==> src/rtl/flash_read.sv <==
`default_nettype none
// ============================================================================
// Module   : flash_read
// Purpose  : SPI NOR read controller. It polls RDSR until the device is ready,
//            then issues READ and streams the returned bytes to the user side.
//            Define FLASH_FAST_READ_EN for opcode 0x0B plus one dummy byte.
// Revision : 1.0 - initial release
// ============================================================================
module flash_read #(
    parameter logic [7:0] CMD_READ = 8'h03,
    parameter logic [7:0] CMD_RDSR = 8'h05,
    parameter int         POLL_MAX = 16,
    parameter int         GAP_CYC  = 50,
    parameter int         LEN_W    = 11
) (
    input  logic             clk,
    input  logic             rst_n,
    input  logic             rden,
    input  logic [23:0]      rd_addr,
    input  logic [LEN_W-1:0] rd_len,
    output logic [7:0]       rddata,
    output logic             rddata_vld,
    output logic             rddone,
    output logic             rdbusy,
    output logic [1:0]       fail,
    output logic             req,
    output logic [7:0]       din,
    input  logic             done,
    input  logic [7:0]       dout,
    output logic             finish
);

`ifdef FLASH_FAST_READ_EN
    localparam logic [7:0] c_RD_OP = 8'h0B;
    localparam int         c_HDR   = 5;
`else
    localparam logic [7:0] c_RD_OP = CMD_READ;
    localparam int         c_HDR   = 4;
`endif

    localparam int BC_W = LEN_W + 1;
    localparam int PC_W = $clog2(POLL_MAX + 1);
    localparam int GC_W = $clog2(GAP_CYC + 1);

    localparam logic [GC_W-1:0] c_GAP_LAST = GC_W'(GAP_CYC - 1);

    localparam logic [2:0] c_IDLE = 3'd0;
    localparam logic [2:0] c_POLL = 3'd1;
    localparam logic [2:0] c_GAP  = 3'd2;
    localparam logic [2:0] c_READ = 3'd3;
    localparam logic [2:0] c_END  = 3'd4;

    logic [2:0]      state_q,    state_d;
    logic [23:0]     addr_q,     addr_d;
    logic [BC_W-1:0] total_q,    total_d;
    logic [BC_W-1:0] byte_cnt_q, byte_cnt_d;
    logic [PC_W-1:0] poll_cnt_q, poll_cnt_d;
    logic [GC_W-1:0] gap_cnt_q,  gap_cnt_d;
    logic            wip_q,      wip_d;
    logic            outst_q,    outst_d;
    logic [7:0]      rddata_q,   rddata_d;
    logic            vld_q,      vld_d;
    logic            rddone_q,   rddone_d;
    logic            rdbusy_q,   rdbusy_d;
    logic [1:0]      fail_q,     fail_d;
    logic            req_q,      req_d;
    logic [7:0]      din_q,      din_d;
    logic            finish_q,   finish_d;

    logic            w_done_ok;
    logic            w_gap_end;
    logic            w_poll_left;
    logic [BC_W-1:0] w_byte_nxt;
    logic            w_last;
    logic            w_data_phase;
    logic [7:0]      w_read_byte;

    // A done only counts when a byte is actually outstanding.
    assign w_done_ok    = done && outst_q;
    assign w_gap_end    = (gap_cnt_q == c_GAP_LAST);
    assign w_poll_left  = (poll_cnt_q < PC_W'(POLL_MAX));
    assign w_byte_nxt   = byte_cnt_q + BC_W'(1);
    assign w_last       = (w_byte_nxt == total_q);
    assign w_data_phase = (byte_cnt_q >= BC_W'(c_HDR));

    always_comb begin
        w_read_byte = 8'h00;
        case (w_byte_nxt)
            BC_W'(1): w_read_byte = addr_q[23:16];
            BC_W'(2): w_read_byte = addr_q[15:8];
            BC_W'(3): w_read_byte = addr_q[7:0];
            default:  w_read_byte = 8'h00;
        endcase
    end

    always_ff @(posedge clk or negedge rst_n) begin
        if (!rst_n) begin
            state_q    <= c_IDLE;
            addr_q     <= '0;
            total_q    <= '0;
            byte_cnt_q <= '0;
            poll_cnt_q <= '0;
            gap_cnt_q  <= '0;
            wip_q      <= 1'b0;
            outst_q    <= 1'b0;
            rddata_q   <= '0;
            vld_q      <= 1'b0;
            rddone_q   <= 1'b0;
            rdbusy_q   <= 1'b0;
            fail_q     <= '0;
            req_q      <= 1'b0;
            din_q      <= '0;
            finish_q   <= 1'b0;
        end else begin
            state_q    <= state_d;
            addr_q     <= addr_d;
            total_q    <= total_d;
            byte_cnt_q <= byte_cnt_d;
            poll_cnt_q <= poll_cnt_d;
            gap_cnt_q  <= gap_cnt_d;
            wip_q      <= wip_d;
            outst_q    <= outst_d;
            rddata_q   <= rddata_d;
            vld_q      <= vld_d;
            rddone_q   <= rddone_d;
            rdbusy_q   <= rdbusy_d;
            fail_q     <= fail_d;
            req_q      <= req_d;
            din_q      <= din_d;
            finish_q   <= finish_d;
        end
    end

    always_comb begin
        state_d = state_q;
        case (state_q)
            c_IDLE: if (rden && (rd_len != '0)) state_d = c_POLL;
            c_POLL: if (w_done_ok && (byte_cnt_q != '0)) state_d = c_GAP;
            c_GAP: begin
                if (w_gap_end) begin
                    if (!wip_q)           state_d = c_READ;
                    else if (w_poll_left) state_d = c_POLL;
                    else                  state_d = c_IDLE;
                end
            end
            c_READ: if (w_done_ok && w_last) state_d = c_END;
            c_END:  if (gap_cnt_q != '0) state_d = c_IDLE;
            default: state_d = c_IDLE;
        endcase
    end

    // All outputs are registered: this block computes their next values.
    always_comb begin
        addr_d     = addr_q;
        total_d    = total_q;
        byte_cnt_d = byte_cnt_q;
        poll_cnt_d = poll_cnt_q;
        gap_cnt_d  = gap_cnt_q;
        wip_d      = wip_q;
        outst_d    = outst_q;
        rddata_d   = rddata_q;
        vld_d      = 1'b0;
        rddone_d   = 1'b0;
        rdbusy_d   = rdbusy_q;
        fail_d     = 2'b00;
        req_d      = 1'b0;
        din_d      = 8'h00;
        finish_d   = 1'b0;
        case (state_q)
            c_IDLE: begin
                if (rden) begin
                    if (rd_len == '0) begin
                        fail_d = 2'b10;
                    end else begin
                        addr_d     = rd_addr;
                        total_d    = BC_W'(rd_len) + BC_W'(c_HDR);
                        rdbusy_d   = 1'b1;
                        poll_cnt_d = '0;
                        byte_cnt_d = '0;
                        gap_cnt_d  = '0;
                        req_d      = 1'b1;
                        din_d      = CMD_RDSR;
                        outst_d    = 1'b1;
                    end
                end
            end
            c_POLL: begin
                if (w_done_ok) begin
                    outst_d = 1'b0;
                    if (byte_cnt_q == '0) begin
                        byte_cnt_d = BC_W'(1);
                        req_d      = 1'b1;
                        din_d      = 8'h00;
                        outst_d    = 1'b1;
                    end else begin
                        byte_cnt_d = '0;
                        wip_d      = dout[0];
                        poll_cnt_d = poll_cnt_q + PC_W'(1);
                        finish_d   = 1'b1;
                        gap_cnt_d  = '0;
                    end
                end
            end
            c_GAP: begin
                gap_cnt_d = gap_cnt_q + GC_W'(1);
                if (w_gap_end) begin
                    gap_cnt_d  = '0;
                    byte_cnt_d = '0;
                    if (!wip_q) begin
                        req_d   = 1'b1;
                        din_d   = c_RD_OP;
                        outst_d = 1'b1;
                    end else if (w_poll_left) begin
                        req_d   = 1'b1;
                        din_d   = CMD_RDSR;
                        outst_d = 1'b1;
                    end else begin
                        fail_d   = 2'b01;
                        rdbusy_d = 1'b0;
                    end
                end
            end
            c_READ: begin
                if (w_done_ok) begin
                    outst_d    = 1'b0;
                    byte_cnt_d = w_byte_nxt;
                    if (w_data_phase) begin
                        vld_d    = 1'b1;
                        rddata_d = dout;
                    end
                    if (!w_last) begin
                        req_d   = 1'b1;
                        din_d   = w_read_byte;
                        outst_d = 1'b1;
                    end
                end
            end
            c_END: begin
                // First END cycle raises finish, the second reports rddone.
                if (gap_cnt_q == '0) begin
                    finish_d  = 1'b1;
                    gap_cnt_d = GC_W'(1);
                end else begin
                    rddone_d  = 1'b1;
                    rdbusy_d  = 1'b0;
                    gap_cnt_d = '0;
                end
            end
            default: begin
                rdbusy_d = 1'b0;
            end
        endcase
    end

    assign rddata     = rddata_q;
    assign rddata_vld = vld_q;
    assign rddone     = rddone_q;
    assign rdbusy     = rdbusy_q;
    assign fail       = fail_q;
    assign req        = req_q;
    assign din        = din_q;
    assign finish     = finish_q;

endmodule
`default_nettype wire

==> config.mk <==
export PLATFORM = sky130hd
export DESIGN_NAME = flash_read
export DESIGN_NICKNAME = d
export VERILOG_FILES = /design/src/rtl/flash_read.sv
export SDC_FILE = /design/constraint.sdc
export NUM_CORES = 1
export LEC_CHECK = 0
export ABC_CLOCK_PERIOD_IN_PS = 4100
export CAP_MARGIN = 5
export CELL_PAD_IN_SITES_DETAIL_PLACEMENT = 2
export CELL_PAD_IN_SITES_GLOBAL_PLACEMENT = 2
export CORE_UTILIZATION = 38
export DETAILED_ROUTE_END_ITERATION = 7
export PLACE_DENSITY = 0.82
export SLEW_MARGIN = 20
export SYNTH_ARGS = -nofsm -noshare
export SYNTH_HDL_FRONTEND = slang
export SYNTH_SLANG_ARGS = --single-unit
==> constraint.sdc <==
create_clock -name clk -period 4.1 [get_ports clk]
set_clock_uncertainty 0.15 [all_clocks]
set_input_delay 0.41 -clock clk [delete_from_list [all_inputs] [get_ports clk]]
set_output_delay 0.41 -clock clk [all_outputs]
set_load 0.03 [all_outputs]
Word level (Yosys, flattened, before mapping)
Index checks and enable logic that the tools add are counted.
{ "op_classes": {"add_sub_neg": 4, "mul": 0, "div": 0, "order_cmp": 2, "n_eq_ne": 23, "shifts": 0, "muxes": 74, "n_bitwise": 3, "reduce_logical": 24} }
{ "op_table": {"columns": ["cell", "n"], "rows": [
  ["two-way mux 12 bit", 5],
  ["one-hot mux 12 bit (4 select lines)", 1],
  ["one-hot mux 8 bit (3 select lines)", 2],
  ["two-way mux 1 bit", 34],
  ["two-way mux 3 bit", 10],
  ["two-way mux 6 bit", 5],
  ["inequality test 2 bit, second input constant", 13],
  ["== test 12 x 2 -> 1 bit, second input constant", 2],
  ["one-hot mux 6 bit (4 select lines)", 1],
  ["two-way mux 5 bit", 4],
  ["two-way mux 8 bit", 2],
  ["one-hot mux 3 bit (5 select lines)", 1],
  ["AND reduction 5 bit", 3],
  ["AND reduction 7 bit", 2],
  ["adder 11 x 3 -> 12 bit, second input constant", 1],
  ["adder 12 x 1 -> 12 bit, second input constant", 1],
  ["== test 12 x 1 -> 1 bit, second input constant", 1],
  ["== test 12 bit", 1],
  ["greater-or-equal comparator 12 x 3 -> 1 bit, second input constant", 1],
  ["zero test 12 bit", 1],
  ["one-hot mux 1 bit (4 select lines)", 3],
  ["nonzero test 12 bit", 1],
  ["zero test 11 bit", 1],
  ["nonzero test 11 bit", 1],
  ["other kinds (22)", 33]
]} }
{ "word_totals": {"reg_bits": 87, "latch_bits": 0, "ram_bits": 0, "rom_bits": 0, "input_bits": 47, "out_inout_bits": 23, "word_cells": 146, "memories": 0} }

Longest topological paths before layout
Gate-level depths: netlist (run 1).
{ "logic_depth": {"ltp_word": 6, "ltp_mapped": 10, "mapped_depth_nobuf": 8} }

Worst setup path before layout (run 1)
Ideal clock, no wire load.
{ "synth_path": {"path_type": "flip-flop to flip-flop", "from": "register byte_cnt_q[1]", "to": "register req_q, in the netlist req", "setup_ps": 135, "arrival_ps": 2202, "setup_slack_ps": 1614, "path_stages_with_launch": 11, "path_cell_list": "dfrtp_1 > ha_1 > buf_4 > and3_1 > clkbuf_1 > xnor2_1 > o2111ai_1 > a2111o_1 > a2111oi_4 > buf_6 > o221ai_2"} }
{ "synth_via": {"elab_chain_len": 5} }
{ "synth_rtl": {"columns": ["element", "line", "rtl"], "rows": [
  ["start, declared", "56", "logic [BC_W-1:0] byte_cnt_q, byte_cnt_d;"],
  ["start signal, assigned", "118", "byte_cnt_q <= byte_cnt_d;"],
  ["adder 12 x 1 -> 12 bit", "82", "assign w_byte_nxt = byte_cnt_q + BC_W'(1);"],
  ["== test 12 bit", "83", "assign w_last = (w_byte_nxt == total_q);"],
  ["two-way mux 1 bit", "231", "if (!w_last) begin"],
  ["two-way mux 1 bit", "224", "if (w_done_ok) begin"],
  ["one-hot mux 1 bit (4 select lines) (*)", "169", "case (state_q)"],
  ["named net req_d", "66", "logic req_q, req_d;"],
  ["end signal, assigned", "128", "req_q <= req_d;"],
  ["end, declared", "66", null]
]} }
Mark *: on every way through the listed nets, which the timed path passes. The rest lies on a longest branch.
A chain may end at the register's enable or synchronous reset.

Final worst setup path (run 1)
{ "layout_path": {"from": "register byte_cnt_q[0]", "to": "register din_q[1], in the netlist din[1]"} }
{ "layout_via": {"elab_chain_len": 6} }
{ "layout_rtl": {"columns": ["element", "line", "rtl"], "rows": [
  ["adder 12 x 1 -> 12 bit (*)", "82", null],
  ["== test 12 x 2 -> 1 bit or == test 12 x 1 -> 1 bit (tied branches)", "88", "case (w_byte_nxt)"],
  ["one-hot mux 8 bit (3 select lines)", "88", null],
  ["two-way mux 8 bit (*)", "231", null],
  ["two-way mux 8 bit (*)", "224", null],
  ["one-hot mux 8 bit (3 select lines) (*)", "169", null],
  ["named net din_d[1]", "67", "logic [7:0] din_q, din_d;"],
  ["end signal, assigned", "129", "din_q <= din_d;"],
  ["end, declared", "67", null]
]} }
Marked as above.

==> metrics.csv, run 1 <==
stage,metric,value,unit
run_status,status,completed,
clock_network,CTS H-tree lvls,3,
die,standard-cell rows,40,
synthesis,top_reg_cell synth,dfrtp_1,
sta,Finish-stage setup viols,0,
detailed_routing,final wirelength,16700,µm
sta,min Tclk post-route,3.30,ns
synthesis,sequential area share after synthesis,0.457,
detailed_routing,post-route ant nets,0,
placement,PortBufs,69,
global_route,initial antenna violation count,0,
critical_path,"slowest stage delay, CP",0.60,ns
detailed_routing,First-pass DRT Iterations,4,
global_route,largest net degree at the start of global routing,57,
clock_network,CTS Buf Count,9,
layout,"most common cell after layout, fill and taps aside",dfrtp_1,
layout,finished layout cell area,5890,µm²
synthesis,Yosys Warn Count,0,
critical_path,"Cell Chain, Critical Path",ha_1 > and4_4 > and4_1 > mux2_4 > o21ai_2 > nand4_2 > o32ai_1,
detailed_routing,number of vias per cell,5.91,
detailed_routing,# DRC,0,
synthesis,#FFs+latches synth,87,
placement,Inst Count DP,678,
layout,"commonest cells after routing, fill and taps aside","87 x dfrtp_1, 68 x clkdlybuf4s50_1, 38 x nor2_1, 38 x mux2_2, 31 x nand2_1",
layout,post-layout util,0.487,
sta,Rel. slew slack,0.379,
layout,share of layout cells above drive strength 1,0.157,
detailed_routing,initial DRC count,198,
sta,fmax,303,MHz
layout,fin cells,695,
power,Pint,0.00252,W
global_route,Global Route Usage Sum,0.281,
power,Reg power frac,0.363,
die,die width,114,µm
sta,fin crit share,0.804,
global_route,first-pass GRT wire length,27400,µm
synthesis,syn avg cell area,10.2,µm²
sta,Worst-Margin Slew,0.929,ns
sta,fin. max-slew vios,0,
min_path,Hold/Removal Path Class,reg -> reg,
die,die area,13000,µm²
critical_path,CP top delay family,simple AND/OR/NAND/NOR gates,
die,IO Pins,70,
critical_path,Setup CP Type,reg -> reg,
power,LEAKAGE,2.47,nW
critical_path,CP Data Required Time,4.17,ns
layout,Layout Nets,579,
clock_network,clock root buffer,clkbuf_16,
power,Sw Ratio,0.410,
critical_path,crit path max fanout,10,
die,core area,12100,µm²
global_route,vias in the first global route,4670,
placement,GP Congestion,0.793,
critical_path,Critical Path Sink Type,flip-flop,
die,Initial Util,0.393,
power,clock share of power,0.228,
layout,area grow syn2layout,23.8,%
clock_network,CTS tree,done,
critical_path,WP buf/inv,0,
placement,Placed Area,5540,µm²
detailed_routing,drt wl/cell,24.0,µm
run,max_cap viols,0,
synthesis,net count after synthesis,523,
power,switching pwr,0.00175,W
global_route,grt total ovfl,0,
synthesis,asr flop ratio synth,1.00,
clock_network,clk_lat worst skew,0.35,ns
clock_network,Hold Buf Count CTS,1,
sta,Final TNS setup,0,ns
layout,ant diodes,0,
power,Pwr Density,723,nW/µm²
power,Peak VDD IR,0.359,mV
detailed_routing,via count,4108,
clock_network,clock tree sinks,87,
synthesis,Post-Synthesis Cells,466,
sta,Worst Hold Margin,0.362,ns
synthesis,library cells used by synthesis,72,
critical_path,slowest CP cell,dfrtp_1,
clock_network,# resized after CTS,0,
die,Die H,114,µm
clock_network,postcts setup bufs,0,
sta,Hold Fails Final Rpt,0,
clock_network,clock buffer depth,2,
power,combinational share of power,0.409,
critical_path,R2R setup slack,0.80,ns
synthesis,"EDFF count, synth",0,
sta,unrepaired setup endpoints after global routing,no,
placement,placed wire-length estimate,11000,µm
clock_network,clock transition at the registers of the reported paths,0.07,ns
critical_path,Arrival @ worst endpoint,3.37,ns
synthesis,Post-Syn Area,4760,µm²
critical_path,nature of the critical path startpoint,flip-flop,
==> synth_stat cells (all sizes together), types with 3 or more instances <==
cell     n  share of area
o32ai    3         0.0055
nand2b   3         0.0039
ha      10          0.026
mux2    39          0.093
and4     3         0.0060
and2     4         0.0053
nand3   16          0.018
nor2b    3         0.0039
nor2    40          0.035
o21ai   36          0.039
dfrtp   87           0.46
o31ai    6         0.0095
or3      3         0.0039
a21o     3         0.0047
buf     19          0.025
inv     14          0.011
and3     9          0.012
nand4   13          0.020
nand2   32          0.027
a222oi   8          0.017
o211ai   3         0.0058
or2      5         0.0066
a21oi   16          0.017
nor3    10          0.011
clkbuf  10         0.0079
nor4    10          0.013
xnor2    8          0.015
xor2    14          0.026
a31oi   10          0.013
==> through the flow <==
step / setup slack (ns) / power, W
2_1_floorplan: 1.61 / 0.00256
3_3_place_gp: 0.892 / 0.00309
3_5_place_dp: 0.719 / 0.00321
4_1_cts: 0.769 / 0.00428
5_1_grt: 0.618 / 0.00448
6_report: 0.802 / 0.00426
==> worst register-to-register path, cell delays in order, from the launching register on <==
cell and delay (ns):
dfrtp_1 0.60, ha_1 0.46, and4_4 0.32, and4_1 0.39, mux2_4 0.34, o21ai_2 0.12, nand4_2 0.30, o32ai_1 0.48
==> kinds of logic (layout without fill, tap and decap cells) <==
family / after synthesis / after routing / synth area share
adder cells (fa/ha/maj): 10 / 10 / 0.0263
AO/OA/AOI/OAI: 110 / 110 / 0.166
AND/OR/NAND/NOR: 155 / 155 / 0.173
XOR/XNOR: 22 / 22 / 0.0405
flip-flops: 87 / 87 / 0.457
buffers and inverters: 43 / 104 / 0.0439
multiplexers: 39 / 39 / 0.0931
==> area by class of cell <==
type                       count  area, µm²
fill                        1264       6220
multi-input combinational    336       2380
sequential                    87       2180
timing repair buffer          74        728
clock buffer                  10        229
tap                          168        210
clock inverter                 6        115
inverter                      14       52.6
==> layer usage <==
layer	GRT usage	wire length [µm]	vias up
met4	0.106	368	0
met5	0	0	-
li1	-	-	1827
met3	0.0537	698	32
met1	0.352	7070	2150
met2	0.480	8560	99
==> power groups by stage <==
stage	logic (W)	clock network, W	registers, W
after floorplan	0.00100	0	0.00156
after global placement	0.00160	0	0.00150
after detailed placement	0.00168	0	0.00153
after CTS	0.00175	0.000990	0.00154
after global routing	0.00187	0.00102	0.00159
final	0.00174	0.000972	0.00155
==> final timing paths <==
kind,end,depth (start not counted),startpoint
worst max-delay path,din[1]$_DFF_PN0_,7,byte_cnt_q[0]$_DFFE_PN0P_
max in group asynchronous,total_q[6]$_DFFE_PN0P_,3,rst_n
worst max register to register,din[1]$_DFF_PN0_,7,byte_cnt_q[0]$_DFFE_PN0P_
min in group asynchronous,rddata[2]$_DFFE_PN0P_,2,rst_n
worst min-delay path,rdbusy$_DFFE_PN0P_,1,rdbusy$_DFFE_PN0P_
worst min register to register,rdbusy$_DFFE_PN0P_,1,rdbusy$_DFFE_PN0P_
==> state kept, by name (all words and copies together) (netlist names) <==
register and count:
fail 2, req 1, addr_q 24, rddone 1, rdbusy 1, byte_cnt_q 12, total_q 12, wip_q 1
outst_q 1, state_q 3, rddata_vld 1, gap_cnt_q 6, rddata 8, din 8, poll_cnt_q 5, finish 1
No activity file was read; power rests on OpenSTA's default activity.
==> run 2: changes to the inputs <==
--- a/config.mk
+++ b/config.mk
@@ -5,13 +5,13 @@
 export SDC_FILE = /design/constraint.sdc
 export NUM_CORES = 1
 export LEC_CHECK = 0
-export ABC_CLOCK_PERIOD_IN_PS = 4100
+export ABC_CLOCK_PERIOD_IN_PS = 3200
 export CAP_MARGIN = 5
 export CELL_PAD_IN_SITES_DETAIL_PLACEMENT = 2
 export CELL_PAD_IN_SITES_GLOBAL_PLACEMENT = 2
-export CORE_UTILIZATION = 38
+export CORE_UTILIZATION = 35
 export DETAILED_ROUTE_END_ITERATION = 7
-export PLACE_DENSITY = 0.82
+export PLACE_DENSITY = 0.76
 export SLEW_MARGIN = 20
 export SYNTH_ARGS = -nofsm -noshare
 export SYNTH_HDL_FRONTEND = slang
==> constraint.sdc (replaced) <==
create_clock -name clk -period 3.2 [get_ports clk]
set_clock_uncertainty 0.15 [all_clocks]
set_input_delay 0.32 -clock clk [delete_from_list [all_inputs] [get_ports clk]]
set_output_delay 0.32 -clock clk [all_outputs]
set_load 0.03 [all_outputs]
==> metrics.csv, run 2 (synthesized netlist as in run 1, its figures left out) <==
stage,metric,value,unit,change
detailed_routing,# DRC,0,,unchanged
detailed_routing,initial DRC count,231,,+17%
detailed_routing,final wirelength,15700,µm,-6.0%
critical_path,Arrival @ worst endpoint,3.10,ns,-0.27 ns
layout,fin cells,720,,+3.6%
sta,Rel. slew slack,0.494,,+0.114
clock_network,CTS H-tree lvls,3,,unchanged
layout,area of the multi-input gates,2380,µm²,unchanged
sta,Hold Fails Final Rpt,0,,unchanged
clock_network,CTS tree,done,,
clock_network,clk_lat worst skew,0.36,ns,about the same
clock_network,clock buffer depth,2,,unchanged
layout,Layout Nets,596,,+2.9%
die,IO Pins,70,,unchanged
clock_network,# resized after CTS,0,,unchanged
sta,fin crit share,0.947,,+0.143
placement,GP Congestion,0.854,,+7.7%
layout,Largest regs,"addr_q (24), byte_cnt_q (12), total_q (12)",,
global_route,grt total ovfl,0,,unchanged
clock_network,clock transition at the registers of the reported paths,0.07,ns,about the same
clock_network,postcts setup bufs,0,,unchanged
global_route,vias in the first global route,4573,,-2.1%
layout,"commonest cells after routing, fill and taps aside","87 x dfrtp_1, 68 x clkdlybuf4s50_1, 38 x nor2_1, 38 x mux2_2, 31 x nand2_1",,
layout,Fillers,1425,,+13%
sta,final setup margin,0.169,ns,-0.633 ns
placement,Inst Count DP,703,,+3.7%
global_route,largest net degree at the start of global routing,58,,+1.8%
critical_path,CP Data Required Time,3.27,ns,-0.90 ns
layout,finished layout cell area,6000,µm²,+1.9%
layout,ant diodes,0,,unchanged
die,die area,14100,µm²,+8.4%
run_status,status,completed,,
global_route,first-pass GRT wire length,25900,µm,-5.2%
detailed_routing,Max Used Layer,met4,,
critical_path,Setup CP Type,reg -> reg,,
global_route,Global Route Usage Sum,0.241,,-0.0395
layout,Biggest register,addr_q,,
sta,Final TNS setup,0,ns,unchanged
detailed_routing,via count,4058,,-1.2%
layout,area grow syn2layout,26.1,%,
layout,max FFs per register,24,,unchanged
sta,unrepaired setup endpoints after global routing,no,,
detailed_routing,drt wl/cell,21.8,µm,-9.3%
detailed_routing,number of vias per cell,5.64,,-4.6%
power,Pwr Density,883,nW/µm²,+22%
sta,fin. max-slew vios,0,,unchanged
sta,Worst-Margin Slew,0.760,ns,-0.169 ns
power,Peak VDD IR,0.418,mV,+17%
clock_network,clock tree sinks,87,,unchanged
detailed_routing,First-pass DRT Iterations,4,,unchanged
sta,Finish-stage setup viols,0,,unchanged
layout,post-layout util,0.453,,-0.0332
die,core area,13200,µm²,+9.3%
detailed_routing,post-route ant nets,0,,unchanged
die,die width,119,µm,+4.1%
critical_path,crit path max fanout,8,,-2
detailed_routing,metal2 WL,7770,µm,-9.2%
placement,placed wire-length estimate,11300,µm,+2.6%
detailed_routing,Detail Route met3 WL,547,µm,-22%
global_route,initial antenna violation count,0,,unchanged
clock_network,CTS Buf Count,9,,unchanged
die,Initial Util,0.359,,-0.0336
power,LEAKAGE,2.55,nW,+2.9%
layout,share of layout cells above drive strength 1,0.186,,+0.0282
placement,Placed Area,5700,µm²,+2.9%
layout,sequential cell area,2180,µm²,unchanged
min_path,Hold/Removal Path Class,reg -> reg,,
critical_path,Critical Path Sink Type,flip-flop,,
layout,"most common cell after layout, fill and taps aside",dfrtp_1,,
run,max_cap viols,0,,unchanged
sta,min Tclk post-route,3.03,ns,-0.267 ns
die,standard-cell rows,42,,+5.0%
placement,"worst slack, placed",0.283,ns,-0.436 ns
placement,PortBufs,69,,unchanged
clock_network,clock root buffer,clkbuf_16,,
detailed_routing,DRT met1 WL,7090,µm,+0.23%
critical_path,nature of the critical path startpoint,flip-flop,,
sta,fmax,330,MHz,+8.8%
die,Die H,119,µm,+4.1%
## run 2: changes by cell type in the layout (fill, tap and decap cells not counted)
cell        delta
buf_12         +2
buf_4         +15
bufinv_16      -3
clkbuf_1       -1
clkinvlp_4     -1
inv_6          +3
inv_8          +2
## run 2: power breakdown
part	total [W]	internal [W]	switching, W
clock	0.00106	0.000552	0.000512
combinational	0.00232	0.00100	0.00132
sequential	0.00191	0.00153	0.000387
## run 2: layout make-up
cell class,count,share of cell area
clock buffer,9,0.0375
sequential,87,0.363
inverter,14,0.00875
multi-input combinational,336,0.397
timing repair buffer,91,0.147
clock inverter,7,0.0110
tap,176,0.0367
## run 2: layer usage
layer | up-vias | global-route usage
met5 | - | 0
met4 | 0 | 0.0878
met3 | 22 | 0.0381
met2 | 78 | 0.398
met1 | 2108 | 0.319
li1 | 1850 | -
## run 2: path summary, 6_finish.rpt
kind / startpoint / to / slack, ns / depth (start not counted)
worst max register to register: byte_cnt_q[0]$_DFFE_PN0P_ / din[6]$_DFF_PN0_ / 0.17 / 7
worst min register to register: addr_q[18]$_DFFE_PN0P_ / addr_q[18]$_DFFE_PN0P_ / 0.36 / 1
min in group asynchronous: rst_n / finish$_DFF_PN0_ / 0.43 / 2
worst min-delay path: addr_q[18]$_DFFE_PN0P_ / addr_q[18]$_DFFE_PN0P_ / 0.36 / 1
max in group asynchronous: rst_n / total_q[5]$_DFFE_PN0P_ / 1.72 / 3
worst max-delay path: byte_cnt_q[0]$_DFFE_PN0P_ / din[6]$_DFF_PN0_ / 0.17 / 7
## run 2: metrics by stage
| step | total power (W) | hold slack [ns] |
|---|---|---|
| finish | 0.00530 | 0.362 |
| global route | 0.00563 | 0.379 |
| CTS | 0.00535 | 0.367 |
| detailed placement | 0.00424 | 0.296 |
| global placement | 0.00410 | 0.293 |
| floorplan | 0.00328 | -0.126 |
## run 2: worst max-delay path, stage by stage (launching register included)
cell and delay, ns:
dfrtp_1 0.49, ha_1 0.30, and4_4 0.30, and4_1 0.33
mux2_4 0.33, o21ai_2 0.13, nand4_2 0.33, nor4_1 0.52
## run 2: repair_timing
action                                  CTS  global route
endpoints found under the setup margin    0             0
hold endpoints to repair                 55             0
hold buffers                              1             0
==> run 3: changes to the inputs <==
--- a/config.mk
+++ b/config.mk
@@ -6,7 +6,7 @@
 export NUM_CORES = 1
 export LEC_CHECK = 0
 export ABC_CLOCK_PERIOD_IN_PS = 3200
-export CAP_MARGIN = 5
+export CAP_MARGIN = 20
 export CELL_PAD_IN_SITES_DETAIL_PLACEMENT = 2
 export CELL_PAD_IN_SITES_GLOBAL_PLACEMENT = 2
 export CORE_UTILIZATION = 35
==> results of run 3 <==
Final layout, timing and power as in run 2 (identical DEF).
